===== src/rtl/uart_tx_if.sv =====
// Parallel byte handshake between a producer and the serial transmitter.
interface uart_tx_if #(
    parameter int DATA_BITS = 8
);
    logic                 tx_valid;
    logic [DATA_BITS-1:0] tx_data;
    logic                 tx_ready;

    modport master (output tx_valid, output tx_data, input  tx_ready);
    modport slave  (input  tx_valid, input  tx_data, output tx_ready);
endinterface


===== src/rtl/uart_tx.sv =====
// Serial transmitter: start bit, DATA_BITS payload LSB-first, stop bit,
// each bit held CLKS_PER_BIT cycles. reset is asynchronous, active-low.
module uart_tx #(
    parameter int DATA_BITS    = 8,
    parameter int CLKS_PER_BIT = 4
) (
    input  logic        clk,
    input  logic        reset,
    uart_tx_if.slave    bus,
    output logic        tx,
    output logic        busy
);
    localparam int TW = (CLKS_PER_BIT > 1) ? $clog2(CLKS_PER_BIT) : 1;
    localparam int IW = $clog2(DATA_BITS);
    localparam logic [TW-1:0] TMAX = TW'(CLKS_PER_BIT - 1);
    localparam logic [IW-1:0] IMAX = IW'(DATA_BITS - 1);

    typedef enum logic [1:0] {IDLE, START, DATA, STOP} state_t;

    state_t               state, state_nxt;
    logic [TW-1:0]        timer, timer_nxt;
    logic [IW-1:0]        bidx, bidx_nxt;
    logic [DATA_BITS-1:0] shreg, shreg_nxt;
    logic                 tx_nxt, busy_nxt, bit_end;

    assign bus.tx_ready = (state == IDLE);

    always_ff @(posedge clk or negedge reset) begin
        if (!reset) begin
            state <= IDLE;
            timer <= '0;
            bidx  <= '0;
            shreg <= '0;
            tx    <= 1'b1;
            busy  <= 1'b0;
        end else begin
            state <= state_nxt;
            timer <= timer_nxt;
            bidx  <= bidx_nxt;
            shreg <= shreg_nxt;
            tx    <= tx_nxt;
            busy  <= busy_nxt;
        end
    end

    always_comb begin
        state_nxt = state;
        timer_nxt = timer;
        bidx_nxt  = bidx;
        shreg_nxt = shreg;
        bit_end   = (timer == TMAX);
        if (state != IDLE)
            timer_nxt = bit_end ? '0 : timer + 1'b1;
        case (state)
            IDLE: begin
                if (bus.tx_valid) begin
                    state_nxt = START;
                    shreg_nxt = bus.tx_data;
                    timer_nxt = '0;
                end
            end
            START: begin
                if (bit_end) begin
                    state_nxt = DATA;
                    bidx_nxt  = '0;
                end
            end
            DATA: begin
                if (bit_end) begin
                    shreg_nxt = shreg >> 1;
                    if (bidx == IMAX) state_nxt = STOP;
                    else              bidx_nxt  = bidx + 1'b1;
                end
            end
            STOP: begin
                if (bit_end) state_nxt = IDLE;
            end
            default: state_nxt = IDLE;
        endcase

        // tx/busy are registered, so they are decoded from the next state
        tx_nxt = 1'b1;
        case (state_nxt)
            START:   tx_nxt = 1'b0;
            DATA:    tx_nxt = shreg_nxt[0];
            default: tx_nxt = 1'b1;
        endcase
        busy_nxt = (state_nxt != IDLE);
    end
endmodule


===== src/flat_wrapper.sv =====
// flat-port wrapper written by rule: the top's interface ports become plain ports
module uart_tx_flat 
#(
    parameter int DATA_BITS    = 8,
    parameter int CLKS_PER_BIT = 4
)
  (clk, reset, tx, busy, bus_tx_valid, bus_tx_data, bus_tx_ready);
  uart_tx_if #(.DATA_BITS(DATA_BITS)) bus_i ();
  input  logic clk;
  input  logic reset;
  output logic tx;
  output logic busy;
  input wire logic [$bits(bus_i.tx_valid)-1:0] bus_tx_valid;
  input wire logic [$bits(bus_i.tx_data)-1:0] bus_tx_data;
  output wire logic [$bits(bus_i.tx_ready)-1:0] bus_tx_ready;
  assign bus_i.tx_valid = bus_tx_valid;
  assign bus_i.tx_data = bus_tx_data;
  assign bus_tx_ready = bus_i.tx_ready;
  uart_tx #(.DATA_BITS(DATA_BITS), .CLKS_PER_BIT(CLKS_PER_BIT)) u_core (.clk(clk), .reset(reset), .bus(bus_i), .tx(tx), .busy(busy));
endmodule

===== config.mk =====
export PLATFORM = sky130hd
export DESIGN_NAME = uart_tx_flat
export DESIGN_NICKNAME = d
export VERILOG_FILES = /design/src/rtl/uart_tx_if.sv /design/src/rtl/uart_tx.sv /design/src/flat_wrapper.sv
export SDC_FILE = /design/constraint.sdc
export NUM_CORES = 1
export LEC_CHECK = 0
export ABC_AREA = 1
export CORE_MARGIN = 4
export CORE_UTILIZATION = 45
export CTS_BUF_LIST = sky130_fd_sc_hd__clkbuf_8
export DETAILED_ROUTE_END_ITERATION = 10
export GPL_ROUTABILITY_DRIVEN = 1
export PLACE_DENSITY = 0.69
export SLEW_MARGIN = 10
export SYNTH_ARGS = -nofsm -noshare
export SYNTH_HDL_FRONTEND = slang
export SYNTH_SLANG_ARGS = --single-unit
export TNS_END_PERCENT = 100

===== constraint.sdc =====
create_clock -name clk -period 1.8 [get_ports clk]
set_input_delay 0.45 -clock clk [delete_from_list [all_inputs] [get_ports clk]]
set_output_delay 0.45 -clock clk [all_outputs]
set_load 0.05 [all_outputs]

==> results of run 1 <==
final timing paths:
| check | from | to | slack [ns] | cells past startpoint |
|---|---|---|---|---|
| max in group asynchronous | reset | u_core.shreg[7]$_DFFE_PN0P_ | 0.86 | 2 |
| hold reg to reg | u_core.bidx[1]$_DFFE_PN0P_ | u_core.bidx[1]$_DFFE_PN0P_ | 0.49 | 2 |
| hold / removal | reset | u_core.busy$_DFF_PN0_ | 0.48 | 1 |
| setup reg to reg | u_core.timer[0]$_DFF_PN0_ | u_core.tx$_DFF_PN1_ | 0.45 | 8 |
| min in group clk | u_core.bidx[1]$_DFFE_PN0P_ | u_core.bidx[1]$_DFFE_PN0P_ | 0.49 | 2 |
| setup / recovery | u_core.state[0]$_DFF_PN0_ | bus_tx_ready | 0.14 | 2 |
sequential cells by signal (all words and copies together) (netlist names):
signal	count
u_core.state	2
u_core.bidx	3
u_core.busy	1
u_core.tx	1
u_core.timer	2
u_core.shreg	8
through the flow:
step | instance area [um2] | hold WS [ns]
final | 1100 | 0.477
after global routing | 1100 | 0.508
after CTS | 1100 | 0.485
after detailed placement | 1050 | 0.470
after global placement | 1050 | 0.459
after floorplan | 886 | 0.154
metal layers:
metal	global-route usage [%]	up-vias	wire [um]
met5	0	-	0
met4	2.55	0	10
met3	1.71	2	60
met2	20.7	9	685
met1	19.6	319	771
li1	-	381	-
kinds of logic (layout without fill, tap and decap cells):
logic type      Yosys count  after routing
simple gates             71             71
compound gates            7              7
buf+inv                  14             30
fa+ha+maj                 3              3
flops                    17             17
power by group:
part           internal (W)  switching, W
sequential         0.000562      0.000130
clock              0.000151      0.000121
combinational      0.000324      0.000481
cell usage in the layout, fill, tap and decap left out:
master	count
a21oi_2	1
buf_12	2
buf_4	2
clkbuf_8	3
clkdlybuf4s50_1	10
clkinv_2	1
dfrtp_1	16
dfstp_2	1
ha_1	3
inv_1	8
inv_2	4
nand2_1	50
nand2_2	4
nand3_1	11
nor2_1	1
nor2_2	3
nor2_4	2
o211ai_1	1
o21a_1	1
o21ai_0	2
o21ai_1	2
synth_stat cells, drive strengths merged:
library cell	number	area (um2)
a21oi	1	8.76
inv	11	41.3
nand2	54	213
o21ai	4	20.0
nand3	11	55.1
dfrtp	16	400
dfstp	1	26.3
ha	3	37.5
nor2	6	45.0
clkinv	1	5.00
buf	2	18.8
o211ai	1	7.51
o21a	1	7.51
area by class of cell:
type / instances / area (um2) / share of cell area (%)
timing repair buffer: 14 / 155 / 14.1
inverter: 12 / 46.3 / 4.21
multi-input combinational: 81 / 394 / 35.9
tap: 25 / 31.3 / 2.85
sequential: 17 / 427 / 38.8
clock inverter: 1 / 3.75 / 0.342
clock buffer: 3 / 41.3 / 3.76
==> impl_metrics.ini, run 1 <==
[worst_setup_path]
path_max_fanout = 8
worstPathRequired_ns = 1.35
cp-end-kind = primary output
crit_arrival_ns = 1.21
cp_top_family = flip-flops
cp_slowest_cell = dfrtp_1
path_cells = nor2_4, buf_12
start_kind = flop
path_buf_inv = 1
setup.worst_path.class = reg2out
slowest_delay_ns = 0.52

[floorplan]
boundaryPins = 14
core_mm2 = 0.00180
start_util_pct = 49.2
die_area_mm2 = 0.00274
dieHeight_um = 52.4
row_count = 15
die_w_um = 52.4

[global_routing]
antenna_found_initial = 0
grt_pass1_wl_um = 2790
grt.total_usage_pct = 13.3
grt_overflow = 0
grt_max_degree = 11
grt_pass1_vias = 669

[drt]
drt_pre_antenna_iters = 4
wl_um = 1530
via_count = 711
drt-initial-drc-count = 12
postRouteAntennaNets = 0
viasPerCell = 4.65
drc = 0
wl_per_cell_um = 9.98

[synth]
synth_cells = 112
ys_seq_area_share_pct = 48.2
synth_top_family_by_area = simple AND/OR/NAND/NOR gates
syn_area_per_cell_um2 = 7.91
synth_fa_ha_area_share_pct = 4.24
synth_compound_area_share_pct = 4.94
synth-xor-area-share_pct = 0
ys_warn_count = 0
synth.mux.area_fraction_pct = 0
synthSimpleGateAreaFrac_pct = 35.3
syn-num-nets = 126
netlist-cell-type-count = 19
syn_area_um2 = 886
synth_seq_cells = 17

[final_layout]
drive_gt1_share_pct = 18.0
areaGrowthSynthToFinish_pct = 24.0
diodes = 0
final_util_pct = 61.0
fill_cells = 174
layoutNonFillerInstCount = 153
nets = 143

[worst_hold_path]
hp-class = in2async

[timing]
finalCritPeriodShare_pct = 92.1
finalHoldViolations = 0
rsz0062_at_grt = no
tightestPinTransition_ns = 0.390
min_period_ns = 1.66
setup_viol = 0
setup_ws_ns = 0.142
drv_slew = 0
clock.fmax_mhz = 603
relSlewSlack_pct = 74.0
setup_tns_ns = 0
finClkSkew_ns = 0.00129

[pwr]
vdd_drop_max_mv = 0.921
p_total_w = 0.00177
power_density_mw_per_mm2 = 1610
leakage_nw = 0.559

[cts]
cts_hold_buf = 0
clock_path_buffers = 2
cts_tree = built
clockRootBuffer = clkbuf_8
numCtsBuffers = 3
htree_levels = 1
postCtsSetupBuffers = 0
clk_latency_ns = 0.24
ctsResizeCount = 0
path_clk_slew_ns = 0.06
clock-sinks = 17

[placed_design]
hpwl_um = 1210
post-place-ws_ns = 0.207
place_congestion = 0.759
placedCellCount = 149
port_buffers = 13

[run]
drv_cap = 0

[status]
outcome = complete, no violations
Power figures use the tool's default switching activity.
==> run 2, diff against run 1 <==
CORE_UTILIZATION = 30   (was 45)
PLACE_DENSITY = default   (was 0.69)
==> run 2 against run 1 <==
Compared with the run above: utilization is 21 points lower; power rose by 1.3%; worst hold slack improved by 0.0075 ns; final area up 0.80%; largest cell class unchanged; highest routed layer unchanged.
==> impl_metrics.ini, run 2 (same netlist as run 1, synthesis figures left out) <==
[drt]
drt_pre_antenna_iters = 2
drc = 0
postRouteAntennaNets = 0
wl_um = 1620
viasPerCell = 4.54
drt-initial-drc-count = 16
via_count = 722
wl_per_cell_um = 10.2

[run]
drv_cap = 0

[global_routing]
grt_overflow = 0
grt_pass1_wl_um = 2880
grt.total_usage_pct = 9.07
grt_pass1_vias = 680
grt_max_degree = 11
antenna_found_initial = 0

[pwr]
p_total_w = 0.00179
p_seq_share_pct = 38.6
switching_power_w = 0.000751
p_sw_share_pct = 41.9
power_density_mw_per_mm2 = 1620
clockPowerShare_pct = 16.5
vdd_drop_max_mv = 1.04
leakage_nw = 0.558
comb_power_share_pct = 44.9
p_int_w = 0.00104

[final_layout]
final_util_pct = 39.8
top_register = u_core.shreg
diodes = 0
finalInstanceArea_mm2 = 0.00111
reg.largest.list = u_core.shreg x8, u_core.bidx x3
final_cell_mix = 50 x nand2_1, 16 x dfrtp_1, 11 x nand3_1
multiInputGateArea_um2 = 394
ff_latch_area_um2 = 427
areaGrowthSynthToFinish_pct = 25.0
layoutNonFillerInstCount = 159
largest_register_ffs = 8
nets = 143
fill_cells = 285
drive_gt1_share_pct = 18.8
layout_commonest_cell = nand2_1

[timing]
clock.fmax_mhz = 603
rsz0062_at_grt = no
finalCritPeriodShare_pct = 92.1
finalHoldViolations = 0
tightestPinTransition_ns = 0.426
drv_slew = 0
min_period_ns = 1.66
relSlewSlack_pct = 71.5
setup_viol = 0
finClkSkew_ns = 0.00604
setup_tns_ns = 0

[cts]
ctsResizeCount = 0
htree_levels = 1
cts_tree = built
clockRootBuffer = clkbuf_8
clk_latency_ns = 0.26
clock_path_buffers = 2
numCtsBuffers = 3
cts_hold_buf = 0
clock-sinks = 17
postCtsSetupBuffers = 0
path_clk_slew_ns = 0.07

[status]
outcome = complete, no violations

[floorplan]
die_w_um = 62.3
dieHeight_um = 62.3
core_mm2 = 0.00278
die_area_mm2 = 0.00389
start_util_pct = 31.8
row_count = 19
boundaryPins = 14

[worst_setup_path]
start_kind = flop
r2r_end = u_core.tx$_DFF_PN1_
path_max_fanout = 8
setup.worst_path.class = reg2out
rrSetupSlack_ns = 0.44
crit-reg2reg-launch = u_core.bidx[0]$_DFFE_PN0P_
slowest_delay_ns = 0.51
cp-end-kind = primary output
crit_arrival_ns = 1.21
worstPathRequired_ns = 1.35
cp_top_family = flip-flops
cp_slowest_cell = dfrtp_1
path_cells = nor2_4, buf_12
reg2regPathDepth = 9
path_buf_inv = 1

[worst_hold_path]
whs_path_depth = 2
hold_end = u_core.shreg[3]$_DFFE_PN0P_
hp-class = reg2reg
min_from = u_core.shreg[3]$_DFFE_PN0P_

[placed_design]
dpl-instance-area_mm2 = 0.00106
port_buffers = 13
placedCellCount = 155
hpwl_um = 1280
place_congestion = 0.747
==> run 2: cell types whose count changed in the layout (fill, tap and decap cells not counted) <==
cell      previous run  this run
clkinv_2             1         2
inv_1                8         7
==> run 2: power groups by stage <==
stage	combinational (W)	clock (W)	sequential, W
final	0.000804	0.000295	0.000692
after global routing	0.000909	0.000323	0.000718
after CTS	0.000820	0.000302	0.000694
after detailed placement	0.000815	0	0.000702
after global placement	0.000796	0	0.000693
after floorplan	0.000577	0	0.000711
==> run 2: per-stage QoR <==
stage	setup slack, ns	hold WS (ns)
6_report	0.142	0.484
5_1_grt	0.0755	0.511
2_1_floorplan	0.458	0.154
3_3_place_gp	0.256	0.461
3_5_place_dp	0.230	0.472
4_1_cts	0.138	0.490
==> run 2: layout make-up <==
| cell class | instances | share of cell area (%) |
|---|---|---|
| Sequential cell | 17 | 38.5 |
| Timing Repair Buffer | 14 | 14.0 |
| Clock buffer | 3 | 3.73 |
| Inverter | 12 | 4.18 |
| Tap cell | 31 | 3.50 |
| Multi-Input combinational cell | 81 | 35.6 |
| Clock inverter | 1 | 0.452 |
==> run 2: tightest hold or removal path, stage by stage, from the launching register on <==
cell and delay (ns):
dfrtp_1 0.35, nand2_1 0.05, nand3_1 0.05
==> run 2: routing by layer <==
layer	routed length, um	GRT usage (%)	up-vias
met5	0	0	-
met4	49	6.37	0
met3	50	1.80	5
met2	742	13.7	12
met1	778	11.4	324
li1	-	-	381
==> run 2: how the worst max path moves through the flow <==
stage / from / end / slack [ns] / cells past startpoint
after detailed placement: bus_tx_valid / u_core.tx$_DFF_PN1_ / 0.23 / 8
after floorplan: u_core.state[0]$_DFF_PN0_ / u_core.shreg[6]$_DFFE_PN0P_ / 0.46 / 7
final: u_core.state[0]$_DFF_PN0_ / bus_tx_ready / 0.14 / 2
after CTS: u_core.state[0]$_DFF_PN0_ / bus_tx_ready / 0.14 / 2
after global placement: bus_tx_valid / u_core.tx$_DFF_PN1_ / 0.26 / 8
after global routing: u_core.state[0]$_DFF_PN0_ / bus_tx_ready / 0.08 / 2
